`src/rtl/lms_update_ctrl_pkg.sv`:
```
// Shared definitions for the LMS update controller and its latency counter:
// state encoding, default latencies and datapath dimensions used by the
// filter and weight RAM that sit beside this controller.
package lms_update_ctrl_pkg;

  localparam int DEF_FIR_LAT = 4;
  localparam int DEF_DIV_LAT = 3;
  localparam int NUM_TAPS    = 16;
  localparam int DATA_W      = 14;

  typedef enum logic [2:0] {
    ST_IDLE = 3'd0,
    ST_LOAD = 3'd1,
    ST_FILT = 3'd2,
    ST_ERR  = 3'd3,
    ST_DIVW = 3'd4,
    ST_UPD  = 3'd5,
    ST_OUT  = 3'd6
  } lms_state_e;

  // Latency counter width: enough bits for the larger latency plus one spare,
  // so the load value itself always fits.
  function automatic int lat_cnt_w(input int fir_lat, input int div_lat);
    int m;
    m = (fir_lat > div_lat) ? fir_lat : div_lat;
    return $clog2(m) + 1;
  endfunction

endpackage

```
`src/rtl/lms_lat_cnt.sv`:
```
// Down-counter that measures a fixed wait. A start pulse loads the length;
// done_o is high during the last cycle of the wait. The counter stops at
// zero and never wraps.
module lms_lat_cnt #(
  parameter int CNT_W = 3
) (
  input  logic             clk,
  input  logic             rst,
  input  logic             start_i,
  input  logic [CNT_W-1:0] len_i,
  output logic             done_o
);

  logic [CNT_W-1:0] cnt_q;
  logic             run_q;

  // Load on start, count down while running, stop after the last cycle.
  always_ff @(posedge clk or posedge rst) begin
    if (rst) begin
      cnt_q <= '0;
      run_q <= 1'b0;
    end else if (start_i) begin
      cnt_q <= len_i - CNT_W'(1);
      run_q <= 1'b1;
    end else if (run_q) begin
      if (cnt_q == '0) begin
        run_q <= 1'b0;
      end else begin
        cnt_q <= cnt_q - CNT_W'(1);
      end
    end
  end

  assign done_o = run_q && (cnt_q == '0);

endmodule

```
`src/rtl/lms_update_ctrl.sv`:
```
// Per-sample sequencer for the 16-tap LMS adaptive filter. Takes one sample,
// pulses the delay-line shift, waits out the FIR, latches the error, then
// (when adapting) waits out the divider and pulses the weight update once.
//
// Handshakes: a transfer happens on a rising edge where valid and ready are
// both high. in_ready_o is only high in IDLE, so in_valid_i elsewhere is simply
// not taken. out_valid_o stays high until out_ready_i is seen at an edge;
// out_ready_i while out_valid_o is low has no effect.
module lms_update_ctrl
  import lms_update_ctrl_pkg::*;
#(
  parameter int FIR_LAT = DEF_FIR_LAT,
  parameter int DIV_LAT = DEF_DIV_LAT,
  parameter int ITER_W  = 16
) (
  input  logic              clk,
  input  logic              rst,
  input  logic              in_valid_i,
  output logic              in_ready_o,
  input  logic              adapt_en_i,
  output logic              shift_en_o,
  output logic              err_latch_o,
  output logic              weight_cal_state_o,
  output logic              out_valid_o,
  input  logic              out_ready_i,
  output logic              busy_o,
  output logic [ITER_W-1:0] iter_cnt_o,
  output lms_state_e        state_o
);

  localparam int CNT_W = lat_cnt_w(FIR_LAT, DIV_LAT);

  lms_state_e        state_q, state_d;
  logic              in_ready_q;
  logic              shift_en_q;
  logic              err_latch_q;
  logic              wcal_q;
  logic              out_valid_q;
  logic              busy_q;
  logic [ITER_W-1:0] iter_cnt_q;

  logic              lat_start;
  logic [CNT_W-1:0]  lat_len;
  logic              lat_done;

  // Counter is reloaded on entry to FILT (from LOAD) and DIVW (from ERR).
  always_comb begin
    lat_start = 1'b0;
    lat_len   = CNT_W'(DIV_LAT);
    if (state_q == ST_LOAD) begin
      lat_start = 1'b1;
      lat_len   = CNT_W'(FIR_LAT);
    end else if (state_q == ST_ERR && adapt_en_i) begin
      lat_start = 1'b1;
    end
  end

  lms_lat_cnt #(
    .CNT_W (CNT_W)
  ) u_lat_cnt (
    .clk     (clk),
    .rst     (rst),
    .start_i (lat_start),
    .len_i   (lat_len),
    .done_o  (lat_done)
  );

  // Next-state selection; adapt_en_i only matters in ERR.
  always_comb begin
    state_d = state_q;
    case (state_q)
      ST_IDLE: if (in_valid_i && in_ready_q) state_d = ST_LOAD;
      ST_LOAD: state_d = ST_FILT;
      ST_FILT: if (lat_done) state_d = ST_ERR;
      ST_ERR:  state_d = adapt_en_i ? ST_DIVW : ST_OUT;
      ST_DIVW: if (lat_done) state_d = ST_UPD;
      ST_UPD:  state_d = ST_OUT;
      ST_OUT:  if (out_ready_i) state_d = ST_IDLE;
      default: state_d = ST_IDLE;
    endcase
  end

  // State register with Moore outputs decoded from the next state, so every
  // output is a flop; iteration count advances as UPD completes and saturates.
  always_ff @(posedge clk or posedge rst) begin
    if (rst) begin
      state_q     <= ST_IDLE;
      in_ready_q  <= 1'b0;
      shift_en_q  <= 1'b0;
      err_latch_q <= 1'b0;
      wcal_q      <= 1'b0;
      out_valid_q <= 1'b0;
      busy_q      <= 1'b0;
      iter_cnt_q  <= '0;
    end else begin
      state_q     <= state_d;
      in_ready_q  <= (state_d == ST_IDLE);
      shift_en_q  <= (state_d == ST_LOAD);
      err_latch_q <= (state_d == ST_ERR);
      wcal_q      <= (state_d == ST_UPD);
      out_valid_q <= (state_d == ST_OUT);
      busy_q      <= (state_d != ST_IDLE);
      if (state_q == ST_UPD && iter_cnt_q != '1) begin
        iter_cnt_q <= iter_cnt_q + ITER_W'(1);
      end
    end
  end

  assign in_ready_o         = in_ready_q;
  assign shift_en_o         = shift_en_q;
  assign err_latch_o        = err_latch_q;
  assign weight_cal_state_o = wcal_q;
  assign out_valid_o        = out_valid_q;
  assign busy_o             = busy_q;
  assign iter_cnt_o         = iter_cnt_q;
  assign state_o            = state_q;

endmodule

```
`config.mk`:
```
export PLATFORM = sky130hd
export DESIGN_NAME = lms_update_ctrl
export DESIGN_NICKNAME = d
export VERILOG_FILES = /design/src/rtl/lms_update_ctrl_pkg.sv /design/src/rtl/lms_lat_cnt.sv /design/src/rtl/lms_update_ctrl.sv
export SDC_FILE = /design/constraint.sdc
export NUM_CORES = 1
export LEC_CHECK = 0
export ABC_AREA = 1
export CAP_MARGIN = 20
export CELL_PAD_IN_SITES_DETAIL_PLACEMENT = 1
export CELL_PAD_IN_SITES_GLOBAL_PLACEMENT = 1
export CORE_MARGIN = 5
export CORE_UTILIZATION = 37
export DETAILED_ROUTE_END_ITERATION = 16
export PLACE_DENSITY_LB_ADDON = 0.3
export SLEW_MARGIN = 20
export SYNTH_ARGS = -nofsm -noshare
export SYNTH_HDL_FRONTEND = slang
export SYNTH_SLANG_ARGS = --single-unit
```
`constraint.sdc`:
```
create_clock -name clk -period 1.9 [get_ports clk]
set_clock_uncertainty 0.1 [all_clocks]
set_input_delay 0.38 -clock clk [delete_from_list [all_inputs] [get_ports clk]]
set_output_delay 0.38 -clock clk [all_outputs]
set_load 0.02 [all_outputs]
```
==> impl_metrics.tcl, run 1 <==
set metrics [dict create \
    outcome "finished, final reports clean" \
    path_delay_family "buffers and inverters" \
    critPathMaxStageDelay_ns 0.64 \
    crit_chain "clkdlybuf4s50_1" \
    place_congestion 0.8426 \
    synth_cell_types 25 \
    vias 1538 \
    io_pins 30 \
    syn_to_final_growth_pct 29.13 \
    avgSynthCellArea_sq_um 7.201 \
    critPathArrivalTime_ns 1.37 \
    crit_type "reg2out" \
    place_area_sq_um 2009 \
    vdd_drop_max_v 0.0006362 \
    num_antenna_cells 0 \
    regToRegEndpoint "u_lat_cnt.cnt_q[2]$_DFFE_PP0P_" \
    avgRoutedWirePerCell_um 13.86 \
    die_height_um 76.76 \
    numCtsBuffers 5 \
    path_clk_slew_ns 0.07 \
    antenna_found_initial 0 \
    routed_wl_mm 4.421 \
    dieArea_sq_um 5892 \
    ys_ff_latch 29 \
    fin_total_pwr_mw 2.240 \
    fin_area_sq_um 2130 \
    grt-ovfl-total 0 \
    ys_seq_area_share_pct 44.01 \
    reg2reg_depth 10 \
    final_core_util_pct 48.91 \
    coreArea_sq_um 4354 \
    clk_path_buf_depth 2 \
    netlist_area_sq_um 1649 \
    dpl.hpwl_mm 3.251 \
    critPathMaxFanout 6 \
    ant_nets 0 \
    worst_pin_slew_ns 0.3802 \
    grt_use_met3_pct 3.630 \
    hold_class "in2async" \
    tns_ns 0 \
    setup_viol 0 \
    nNetsFinal 273 \
    use_met2_pct 29.20 \
    critPathLaunchType "register" \
    grt_pass1_vias 1672 \
    startpoint "iter_cnt_o[10]$_DFFE_PP0P_" \
    end_kind "primary output" \
    fmax_mhz 540.0 \
    synthTopCellsByArea "dfrtp_1, nand2_1, inv_1" \
    grt_pass1_wl_mm 7.852 \
    drc 0 \
    initial_core_util_pct 37.87 \
    initialDrtViolationCount 56 \
    cp_num_buf_inv 1 \
    r2r_setup_slack_ns 0.15 \
    slowest_stage "clkdlybuf4s50_1" \
    fin_cells 319 \
    yosysTopAreaCell "dfrtp_1" \
    syn-num-nets 236 \
    dr.pass1.iters 4 \
    viasPerCell 4.821 \
    synth_top_area_share_pct 44.01 \
    rows 24 \
    met1_usage_pct 18.92 \
    maxCapViolations 0 \
    root_buffer "clkbuf_8" \
    maxSlewViolCount 0 \
    layout-drive-gt1-share_pct 10.11 \
    grt_usage_pct 16.39 \
    post_cts.repair.setup_buffers 0 \
    cts_tree "done" \
    ctsHtreeMaxLevel 2 \
    slew_headroom_pct 74.66 \
    leakage_nw 1.160 \
    busiest_layer "met2" \
    min_period_ns 1.852 \
    grt_max_degree 30 \
    worstSetupPathDepth 1 \
    placed_cells 311 \
    fin_crit_sh_pct 97.47 \
    die_width_um 76.76 \
    synthCells 229 \
    clk_latency_ns 0.29 \
    timing.final.hold_violations 0 \
    clock-sinks 29 \
    p_per_area_nw_per_um2 1052 \
    crit-reg2reg-launch "state_o[1]$_DFF_PP0_" \
    ys_warn_count 0 \
    worstSetupEndpoint "iter_cnt_o[10]" \
    rsz0062_at_grt "false" \
    port-buffer-count 29 \
    worstPathRequired_ns 1.42 \
]
[where the power goes]
group	switching, mW	internal [mW]
sequential	0.125	0.748
combinational	0.481	0.308
clock	0.250	0.327
total	0.856	1.38
[cells in the mapped netlist]
cell type,n
a21oi_1,1
nand2_4,1
nand2_1,95
ha_1,2
nor4_1,2
nor2_1,24
xor2_1,3
inv_4,1
nor3_1,1
nand3b_1,1
dfrtp_1,29
o21ai_4,1
nand3_1,11
nand4_1,5
buf_2,2
nand2_2,3
nor2_4,2
buf_6,2
xnor2_1,4
and3_1,1
o21ai_0,10
nor2_2,1
inv_1,25
inv_2,1
a31oi_1,1
[state kept, by name, indices dropped and copies added (netlist names)]
name	flops
iter_cnt_o	16
state_o	3
u_lat_cnt.cnt_q	3
busy_o	1
err_latch_o	1
in_ready_o	1
out_valid_o	1
shift_en_o	1
u_lat_cnt.run_q	1
weight_cal_state_o	1
[layer usage]
| layer | wire, um | share of wire [%] | up-vias |
|---|---|---|---|
| met5 | 0 | 0 | - |
| met4 | 101 | 2.3 | 0 |
| met3 | 148 | 3.3 | 9 |
| met2 | 2284 | 52 | 24 |
| met1 | 1886 | 43 | 726 |
| li1 | - | - | 779 |
[kinds of logic after synthesis]
family	count (synthesis)	synth area share [%]
buf+inv	31	8.270
fa+ha+maj	2	1.517
flops	29	44.01
simple gates	147	37.78
compound gates	13	4.704
xor+xnor	7	3.718
[worst min-delay path by stage]
stage	start	cells after the start	end
after floorplan	rst	1	busy_o$_DFF_PP0_
after global placement	state_o[1]$_DFF_PP0_	1	weight_cal_state_o$_DFF_PP0_
after detailed placement	state_o[1]$_DFF_PP0_	1	weight_cal_state_o$_DFF_PP0_
after CTS	rst	3	iter_cnt_o[12]$_DFFE_PP0P_
after global routing	rst	3	iter_cnt_o[7]$_DFFE_PP0P_
final	rst	3	iter_cnt_o[2]$_DFFE_PP0P_
[layout make-up]
cell class                      count  area, sq um
Clock buffer                        7        96.34
Clock inverter                      1        5.005
Fill cell                         551         2225
Inverter                           27        103.9
Multi-Input combinational cell    169        789.5
Sequential cell                    29        728.2
Tap cell                           52        65.06
Timing Repair Buffer               34        341.6
[cell usage in the layout (no fill, tap or decap), types with 3 or more instances in the layout]
master / Yosys / layout
xor2_1: 3 / 3
dlymetal6s2s_1: 0 / 7
dfrtp_1: 29 / 27
xnor2_1: 4 / 4
clkbuf_8: 0 / 7
clkdlybuf4s50_1: 0 / 19
buf_4: 0 / 5
nor2_1: 24 / 23
inv_1: 25 / 24
dlygate4sd2_1: 0 / 3
nand2_1: 95 / 95
nand2_2: 3 / 3
nand3_1: 11 / 11
o21ai_0: 10 / 10
nand4_1: 5 / 5
[metrics by stage]
step / worst slack, ns / hold WS (ns)
6_report: 0.04807 / 0.3670
5_1_grt: 0.009598 / 0.4268
4_1_cts: 0.01429 / 0.3827
3_5_place_dp: 0.02173 / 0.4488
3_3_place_gp: 0.09093 / 0.4360
2_1_floorplan: 0.07524 / 0.3581
[what timing repair did]
item,4_1_cts,5_1_grt
pin swaps,0,0
resized for setup,3,11
setup endpoints to repair,3,9
gates cloned,0,0
hold buffers,0,0
(Power assumes the default switching activity.)
==> run 2: changes to the inputs <==
--- a/config.mk
+++ b/config.mk
@@ -10,8 +10,10 @@
 export CELL_PAD_IN_SITES_DETAIL_PLACEMENT = 1
 export CELL_PAD_IN_SITES_GLOBAL_PLACEMENT = 1
 export CORE_MARGIN = 5
-export CORE_UTILIZATION = 37
+export CORE_UTILIZATION = 44
+export CTS_CLUSTER_DIAMETER = 40
 export DETAILED_ROUTE_END_ITERATION = 16
+export DONT_BUFFER_PORTS = 1
 export PLACE_DENSITY_LB_ADDON = 0.3
 export SLEW_MARGIN = 20
 export SYNTH_ARGS = -nofsm -noshare
==> impl_metrics.tcl, run 2 (synthesis results as in run 1) <==
set metrics [dict create \
    grt_usage_pct 19.41 \
    crit_path_frequent_cell "nand2_1" \
    path_clk_slew_ns 0.06 \
    grt_max_degree 30 \
    p_per_area_nw_per_um2 1088 \
    maxCapViolations 0 \
    initial_core_util_pct 45.39 \
    crit_chain "inv_1 -> nand2_1 -> nor2_1 -> inv_1 -> nand2_1 -> o21ai_0 -> ha_1 -> nand3b_1 -> nand3_1 -> nand2_1" \
    fin_crit_sh_pct 90.02 \
    slowest_stage "dfrtp_1" \
    fin_area_sq_um 1961 \
    drc 0 \
    routed_wl_mm 4.321 \
    place_area_sq_um 1849 \
    crit_type "reg2reg" \
    dr.pass1.iters 4 \
    maxSlewViolCount 0 \
    root_buffer "clkbuf_8" \
    cts_tree "done" \
    port-buffer-count 0 \
    critPathMaxStageDelay_ns 0.40 \
    whs_ns 0.1775 \
    die_height_um 71.22 \
    worst_pin_slew_ns 0.3729 \
    outcome "finished, final reports clean" \
    coreArea_sq_um 3633 \
    dieArea_sq_um 5072 \
    rows 22 \
    syn_to_final_growth_pct 18.89 \
    vdd_drop_max_v 0.0006322 \
    avgRoutedWirePerCell_um 14.17 \
    largest_reg_flops 16 \
    nNetsFinal 263 \
    critPathArrivalTime_ns 1.78 \
    initialDrtViolationCount 43 \
    end_kind "register" \
    num_antenna_cells 0 \
    final_common_cell "nand2_1" \
    critPathLaunchType "register" \
    grt_pass1_vias 1697 \
    tns_ns 0 \
    critPathMaxFanout 6 \
    clk_latency_ns 0.28 \
    leakage_nw 1.023 \
    worstPathRequired_ns 1.97 \
    numCtsBuffers 5 \
    fmax_mhz 584.7 \
    slew_headroom_pct 75.14 \
    final_cell_mix "nand2_1, dfrtp_1, inv_1, nor2_1, buf_4" \
    rsz0062_at_grt "false" \
    clk_path_buf_depth 2 \
    layout-drive-gt1-share_pct 15.95 \
    fin_total_pwr_mw 2.132 \
    ctsHtreeMaxLevel 2 \
    min_period_ns 1.710 \
    ant_nets 0 \
    vias 1522 \
    final_core_util_pct 53.96 \
    viasPerCell 4.990 \
    place_congestion 0.8405 \
    cts_repair_resize_count 0 \
    io_pins 30 \
    grt-ovfl-total 0 \
    clock-sinks 29 \
    grt_pass1_wl_mm 7.617 \
    antenna_found_initial 0 \
    dpl.hpwl_mm 3.321 \
    timing.final.hold_violations 0 \
    hold_class "in2reg" \
    die_width_um 71.22 \
    setup_viol 0 \
]
[run 2: cell types whose count changed in the layout (fill, tap and decap cells not counted), sizes merged]
cell / delta
dlymetal6s2s: -7
buf: +18
dlygate4sd3: +1
dlygate4sd2: -3
clkdlybuf4s50: -19
[run 2: critical path, delay by kind of cell (launching register included)]
family,cells,cell delay (ns)
buf+inv,2,0.23
fa+ha+maj,1,0.21
simple gates,6,0.59
flops,1,0.40
compound gates,1,0.07
[run 2: stage by stage]
step | setup slack (ns) | instances
finish | 0.1896 | 305
global route | 0.004348 | 305
CTS | 0.1653 | 305
detailed placement | 0.1712 | 296
global placement | 0.2754 | 296
floorplan | 0.07524 | 229
[run 2: routing by layer]
layer	track usage, %	routed length (um)
met1	20.09	1700
met2	35.92	2309
met3	5.750	220
met4	8.351	90
met5	0	0
[run 2: worst paths after layout]
check                                          startpoint                             end  slack [ns]  depth (start not counted)
setup / recovery                     state_o[1]$_DFF_PP0_  u_lat_cnt.cnt_q[2]$_DFFE_PP0P_        0.19                         10
hold / removal                                 adapt_en_i           out_valid_o$_DFF_PP0_        0.18                          3
setup reg to reg                     state_o[1]$_DFF_PP0_  u_lat_cnt.cnt_q[2]$_DFFE_PP0P_        0.19                         10
hold reg to reg            u_lat_cnt.cnt_q[1]$_DFFE_PP0P_  u_lat_cnt.cnt_q[1]$_DFFE_PP0P_        0.47                          2
max in group asynchronous                             rst       iter_cnt_o[2]$_DFFE_PP0P_        0.90                          3
min in group asynchronous                             rst       iter_cnt_o[8]$_DFFE_PP0P_        0.51                          3
[run 2: where the power goes]
part,internal (mW),switching [mW]
clock network,0.327,0.232
logic,0.240,0.468
registers,0.746,0.119
total,1.31,0.820
[run 2: area by class of cell]
class / count / area [sq um]
clock buffers: 7 / 96.34
clock inverters: 1 / 5.005
fillers: 497 / 1673
inverters: 27 / 103.9
multi-input cells: 169 / 787.0
flip-flops and latches: 29 / 725.7
well taps: 48 / 60.06
repair buffers: 24 / 182.7
[run 2: what timing repair did]
action,in CTS,in global routing
hold buffers,1,0
buffers inserted,0,0
endpoints found under the hold margin,29,0
